`src/rtl/uart_tx_fifo.sv`:
```
// UART 8N1 transmitter fed by a byte FIFO.
// Frames go out LSB first, back-to-back while the FIFO holds data.
module uart_tx_fifo #(
    parameter int CLK_FREQ   = 50_000_000,
    parameter int UART_BPS   = 9600,
    parameter int FIFO_DEPTH = 16
) (
    input  logic                          sys_clk,
    input  logic                          sys_rst,
    input  logic [7:0]                    tx_data,
    input  logic                          tx_valid,
    output logic                          tx_ready,
    output logic                          uart_txd,
    output logic                          tx_busy,
    output logic [$clog2(FIFO_DEPTH):0]   fifo_cnt
);

    localparam int BAUD_CNT = CLK_FREQ / UART_BPS;
    localparam int CW       = (BAUD_CNT > 1) ? $clog2(BAUD_CNT) : 1;
    localparam int AW       = $clog2(FIFO_DEPTH);

    localparam logic [CW-1:0] BAUD_LAST = CW'(BAUD_CNT - 1);
    localparam logic [AW:0]   FULL_CNT  = (AW+1)'(FIFO_DEPTH);

    typedef enum logic [1:0] {
        IDLE,
        START,
        DATA,
        STOP
    } state_e;

    state_e          state_q, state_d;
    logic [CW-1:0]   baud_q, baud_d;
    logic [2:0]      bit_q, bit_d;
    logic [7:0]      shift_q, shift_d;
    logic            txd_q, txd_d;

    logic [7:0]      mem_q [FIFO_DEPTH];
    logic [AW-1:0]   wr_ptr_q;
    logic [AW-1:0]   rd_ptr_q;
    logic [AW:0]     cnt_q;

    logic            full;
    logic            empty;
    logic            wr_en;
    logic            pop;
    logic            baud_last;

    assign full      = (cnt_q == FULL_CNT);
    assign empty     = (cnt_q == '0);
    assign wr_en     = tx_valid && !full;
    assign baud_last = (baud_q == BAUD_LAST);

    assign tx_ready  = !full;
    assign tx_busy   = !empty || (state_q != IDLE);
    assign fifo_cnt  = cnt_q;
    assign uart_txd  = txd_q;

    // FIFO storage; stale entries are harmless because occupancy gates reads
    always_ff @(posedge sys_clk) begin
        if (wr_en) begin
            mem_q[wr_ptr_q] <= tx_data;
        end
    end

    // FIFO pointers and occupancy
    always_ff @(posedge sys_clk or posedge sys_rst) begin
        if (sys_rst) begin
            wr_ptr_q <= '0;
            rd_ptr_q <= '0;
            cnt_q    <= '0;
        end else begin
            if (wr_en) begin
                wr_ptr_q <= wr_ptr_q + AW'(1);
            end
            if (pop) begin
                rd_ptr_q <= rd_ptr_q + AW'(1);
            end
            case ({wr_en, pop})
                2'b10:   cnt_q <= cnt_q + (AW+1)'(1);
                2'b01:   cnt_q <= cnt_q - (AW+1)'(1);
                default: cnt_q <= cnt_q;
            endcase
        end
    end

    // Transmitter state, counters, shift register and line register
    always_ff @(posedge sys_clk or posedge sys_rst) begin
        if (sys_rst) begin
            state_q <= IDLE;
            baud_q  <= '0;
            bit_q   <= '0;
            shift_q <= '0;
            txd_q   <= 1'b1;
        end else begin
            state_q <= state_d;
            baud_q  <= baud_d;
            bit_q   <= bit_d;
            shift_q <= shift_d;
            txd_q   <= txd_d;
        end
    end

    // Next-state logic; a pop happens from IDLE or at the last STOP cycle
    always_comb begin
        state_d = state_q;
        baud_d  = baud_last ? '0 : baud_q + CW'(1);
        bit_d   = bit_q;
        shift_d = shift_q;
        pop     = 1'b0;
        unique case (state_q)
            IDLE: begin
                baud_d = '0;
                if (!empty) begin
                    pop     = 1'b1;
                    shift_d = mem_q[rd_ptr_q];
                    state_d = START;
                end
            end
            START: begin
                if (baud_last) begin
                    state_d = DATA;
                    bit_d   = '0;
                end
            end
            DATA: begin
                if (baud_last) begin
                    if (bit_q == 3'd7) begin
                        state_d = STOP;
                    end else begin
                        bit_d = bit_q + 3'd1;
                    end
                end
            end
            STOP: begin
                if (baud_last) begin
                    if (!empty) begin
                        pop     = 1'b1;
                        shift_d = mem_q[rd_ptr_q];
                        state_d = START;
                    end else begin
                        state_d = IDLE;
                    end
                end
            end
            default: state_d = IDLE;
        endcase
    end

    // Line level for the next cycle, registered so the pin is glitch-free
    always_comb begin
        txd_d = 1'b1;
        unique case (state_d)
            START:   txd_d = 1'b0;
            DATA:    txd_d = shift_d[bit_d];
            default: txd_d = 1'b1;
        endcase
    end

endmodule

```
`config.mk`:
```
export PLATFORM = sky130hd
export DESIGN_NAME = uart_tx_fifo
export DESIGN_NICKNAME = d
export VERILOG_FILES = /design/src/rtl/uart_tx_fifo.sv
export SDC_FILE = /design/constraint.sdc
export NUM_CORES = 1
export LEC_CHECK = 0
export BUFFER_PORTS_ARGS = -buffer_cell sky130_fd_sc_hd__buf_2
export CAP_MARGIN = 5
export CELL_PAD_IN_SITES_DETAIL_PLACEMENT = 0
export CELL_PAD_IN_SITES_GLOBAL_PLACEMENT = 1
export CORE_ASPECT_RATIO = 1.25
export CORE_MARGIN = 2
export CORE_UTILIZATION = 53
export CTS_CLUSTER_SIZE = 16
export DETAILED_ROUTE_END_ITERATION = 10
export PLACE_DENSITY_LB_ADDON = 0.25
export SYNTH_ARGS = -nofsm -noshare
export SYNTH_HDL_FRONTEND = slang
export SYNTH_SLANG_ARGS = --single-unit
```
`constraint.sdc`:
```
create_clock -name sys_clk -period 3.49 [get_ports sys_clk]
set_input_delay 0.349 -clock sys_clk [delete_from_list [all_inputs] [get_ports sys_clk]]
set_output_delay 0.349 -clock sys_clk [all_outputs]
set_load 0.02 [all_outputs]
```
Yosys cells after proc, flatten, opt, wreduce, memory -nomap -nowiden
Memory sizes are Yosys's and may differ from the RTL's.
Index checks and enable logic that the tools add are counted.

storage, ports and cells
  input bits = 11
  register bits = 40
  memories kept = 1
  RAM bits = 128

operators by class
  reduce and logical (&&, ||, !) cells = 8
  multiplexer cells = 25
  magnitude comparators = 1
  equal/unequal tests = 10
  add/sub/neg operators = 6

memories
  memory  words  bits a word  read ports  clocked after memory_dff  write ports  RTL line  RTL
  mem_q   16     8            1           0                         1            38        logic [7:0] mem_q [FIFO_DEPTH];

operator list
  operator               number
  $mux 13                2
  $mux 8                 2
  $pmux 8 s2             1
  $add 13x1->13 const B  1
  $eq 13x13->1 const B   1
  $mux 2                 5
  $pmux 5 s2             1
  $mux 3                 3
  $add 4x1->4 const B    2
  $eq 2x2->1 const B     4
  $pmux 2 s4             1
  $eq 2x1->1 const B     3
  $mux 1                 6
  $pmux 3 s2             1
  $add 5x1->5 const B    1
  $eq 5x5->1 const B     1
  $logic_not 5->1        1
  $sub 5x1->5 const B    1
  $lt 3x4->1 const B     1
  $pmux 1 s2             2
  $reduce_bool 2->1      2
  $add 3x1->3 const B    1
  $bmux 1 s3             1
  $eq 3x3->1 const B     1
  other kinds (4)        5

Longest topological paths before layout
  word-level depth = 7
  mapped depth = 15
  mapped depth without buffers = 13

Least setup slack after synthesis
No wires, ideal clock.

  path type = reg-to-reg
  start = reg baud_q[9]
  end = reg cnt_q[4], in the netlist fifo_cnt[4]
  library setup time = 136 ps
  cell stages (with the launch flop) = 14
  clock period less this slack = 2870 ps
  arrival = 2734 ps
  buffers on the path = 1
  setup slack = 620 ps
  cell sequence = dfrtp_1 -> nor4b_4 -> a41oi_1 -> nor3_2 -> buf_2 -> ha_1 -> inv_1 -> fa_1 -> inv_1 -> a21o_1 -> a21oi_1 -> xnor2_1 -> nor2_1 -> xor2_1

on the way
  word-level cells in the longest chain between the ends = 5
  elaborated cells between the ends (all ways) = 7

RTL lines
  what                                                    RTL line  RTL
  start: declaration                                      33        logic [CW-1:0] baud_q, baud_d;
  start signal: assignment                                97        baud_q <= baud_d;
  $eq 13x13->1 *                                          52        assign baud_last = (baud_q == BAUD_LAST);
  $mux 1 *                                                136       if (baud_last) begin
  $pmux 1 s2 *                                            111       unique case (state_q)
  named net pop                                           46        logic pop;
  $eq 2x1->1 / $eq 2x2->1 (equally long branches)         79        case ({wr_en, pop})
  $pmux 5 s2 / $reduce_bool 2->1 (equally long branches)  n/a
  end signal: assignment                                  80        2'b10: cnt_q <= cnt_q + (AW+1)'(1);
  end signal: assignment                                  81        2'b01: cnt_q <= cnt_q - (AW+1)'(1);
  end signal: assignment                                  82        default: cnt_q <= cnt_q;
  end: declaration                                        41        logic [AW:0] cnt_q;

The timed path passes the listed nets; every way through them passes the cells marked *.
A chain may end at the register's enable or synchronous reset.

Final worst setup path
  start = reg baud_q[9]
  end = reg cnt_q[4], in the netlist fifo_cnt[4]

on the way
  word-level cells in the longest chain between the ends = 5
  elaborated cells between the ends (all ways) = 7

RTL lines
  what                                                    RTL line
  $eq 13x13->1 *                                          52
  $mux 1 *                                                136
  $pmux 1 s2 *                                            111
  $eq 2x1->1 / $eq 2x2->1 (equally long branches)         79
  $pmux 5 s2 / $reduce_bool 2->1 (equally long branches)  n/a

Mark *: on every way between the ends. The rest lies on a longest branch, timed or not.

==> out/summary.txt <==
status = finished clean
Final nets = 517
Max Cap Viol = 0
IO Pins = 19
RSZ-0062 raised after global routing = false
Die X = 109 µm
register area share after synthesis = 66.9%
initial DRC count = 352
mux cell area share after synthesis = 11.0%
GRT overflow = 0
Hold Path Class = in2async
TritonCTS Buffers = 17
largest net degree at the start of global routing = 28
vias in the first global route = 4,012
Post-Route WL = 13,800 µm
Slew Viols, Final = 0
Hold Slack = 182 ps
DR DRC count = 0
Yosys top cell area share = 53.1%
initial antenna violation count = 0
Compound-Gate Fraction of Synth Area = 6.25%
static leakage = 3.14 nW
Clock Pin Slew Worst Setup and Hold Paths = 60 ps
synthesized area = 7240 µm²
Synth Area in Simple Gates = 7.41%
kind of critical path = reg2reg
Clock Latency Late Sink = 420 ps
Slew headroom = 28.9%
Setup Skew = 5.57 ps
CP endpoint kind = register
post-synthesis adder-cell area fraction = 2.87%
Routed Antenna Nets = 0
Tot GR Track Use = 20.7%
Post-synth EDFFs = 128
first-pass GRT wire length = 21,900 µm
design area = 8120 µm²
syn nets = 490
Root Driver = clkbuf_16
CTS tree = done
Req. time, crit path = 3790 ps
Vias = 3,894
cts repair resizes = 0
1st-pass router iterations = 4
min cycle time layout = 2850 ps
area grow syn2layout = 12.0%
Post-Place Cell Area = 7550 µm²
final cycle utilization of the critical path = 81.6%
Worst Path Arrival = 3150 ps
dpl cells = 642
cts hold-fix bufs = 0
die area = 14,600 µm²
most frequent cells after synthesis = 128 x edfxtp_1, 39 x dfrtp_1, 29 x nor2_1
Max VDD drop = 427 µV
count leader, synth = edfxtp_1
starting density of the core = 54.5%
Slew @ Worst Pin = 1060 ps
total power draw = 4.76 mW
Setup TNS = 0 ps
r2r setup slk = 640 ps
DR vias/cell = 5.78
Non-Filler Instances = 674
gp weighted congestion = 0.768
CTS sink count = 168
Syn Area/Cell = 15.6 µm²
Post-Synthesis Cells = 463
Worst setup SP type = register
Rows = 47
CP Max Fanout = 5
endpoints failing setup = 0
Synth area leader = edfxtp_1
share of cells above drive strength 1 = 20.7%
H-Tree Depth = 4
ANT cells = 0
count of different cell masters after synthesis = 57
Core Footprint = 13,300 µm²
final hold vios = 0
XOR/XNOR Fraction of Synth Area = 2.66%
largest family of logic cells by synthesized area = multiplexers
#FFs+latches synth = 168
Setup Buffers After CTS = 0
P per Cell Area = 586 nW/µm²
max frequency = 351 MHz
asr flop ratio synth = 23.8%
fill count = 1,027
Clock Path Buffers = 2
HPWL after detailed placement = 9390 µm
dominant synthesized flop cell = edfxtp_1
Synth Warn # = 0
Avg WL per Cell = 20.4 µm
Die Ht = 135 µm
count of input and output buffers = 18
top cells by area, synth = edfxtp_1 53%, dfrtp_1 13%, mux4_2 6.8%
==> metrics by stage <==
stage / utilization (%) / worst slack, ps
finish: 61.1 / 642
global route: 61.1 / 389
CTS: 61.1 / 589
detailed placement: 56.8 / 610
global placement: 56.8 / 710
floorplan: - / 620
==> power breakdown <==
group	internal, mW	switching (mW)
clock network	1.04	0.728
logic	0.178	0.327
registers	2.36	0.116
total	3.58	1.17
==> worst max-delay path, stage by stage (launching register included) <==
cell and delay (ps):
dfrtp_1 430, nor4b_4 430, a41oi_1 260, nor3_2 250, ha_1 260, inv_1 100
fa_1 400, inv_1 70, a21o_1 110, a21oi_1 70, xnor2_1 140, nor2_1 70
xor2_1 140
==> kinds of logic (layout without fill, tap and decap cells) <==
logic type               Yosys count  count (layout)
flip-flops                       168             168
AND/OR/NAND/NOR                   99              99
AO/OA/AOI/OAI                     57              57
multiplexers                      52              52
buffers and inverters             49              89
XOR/XNOR                          22              22
adder cells (fa/ha/maj)           16              16
==> metal layers <==
layer	global-route usage, %	vias to the layer above	routed length, µm
met5	0	-	0
met4	5.70	0	180
met3	5.12	13	410
met2	34.5	61	7210
met1	27.2	1991	5960
li1	-	1829	-
==> final timing paths <==
kind / start / end / cells past startpoint
hold / removal: sys_rst / fifo_cnt[4] / 2
setup / recovery: baud_q[9] / fifo_cnt[4] / 12
hold reg to reg: baud_q[0] / baud_q[0] / 1
min in group sys_clk: tx_data[0] / mem_q[10][0] / 1
max in group asynchronous: sys_rst / baud_q[9] / 3
setup reg to reg: baud_q[9] / fifo_cnt[4] / 12
==> cell type report <==
cell class              count  area [µm²]  share of cell area, %
well taps                 171         214                   2.64
flip-flops and latches    168        4850                   59.7
multi-input cells         246        2190                   27.0
clock buffers              19         433                   5.33
clock inverters            13         131                   1.62
inverters                  28         105                   1.29
repair buffers             29         198                   2.44
==> layout by cell type, fill, tap and decap left out, drive strengths merged, types with 6 or more instances in the layout <==
master / instances
mux4: 22
clkbuf: 19
nor2: 29
nand3: 6
nor3: 8
inv: 28
o21ai: 7
a221o: 11
mux2i: 28
xnor2: 13
ha: 15
buf: 29
xor2: 9
dfrtp: 39
edfxtp: 128
and3: 8
nand2: 22
clkinv: 6
==> sequential cells by signal, indices dropped and copies added, names as in the netlist <==
register  cells
rd_ptr_q      4
fifo_cnt      5
wr_ptr_q      4
uart_txd      1
shift_q       8
state_q       2
bit_q         3
baud_q       13
mem_q       128
Power figures use the tool's default switching activity.
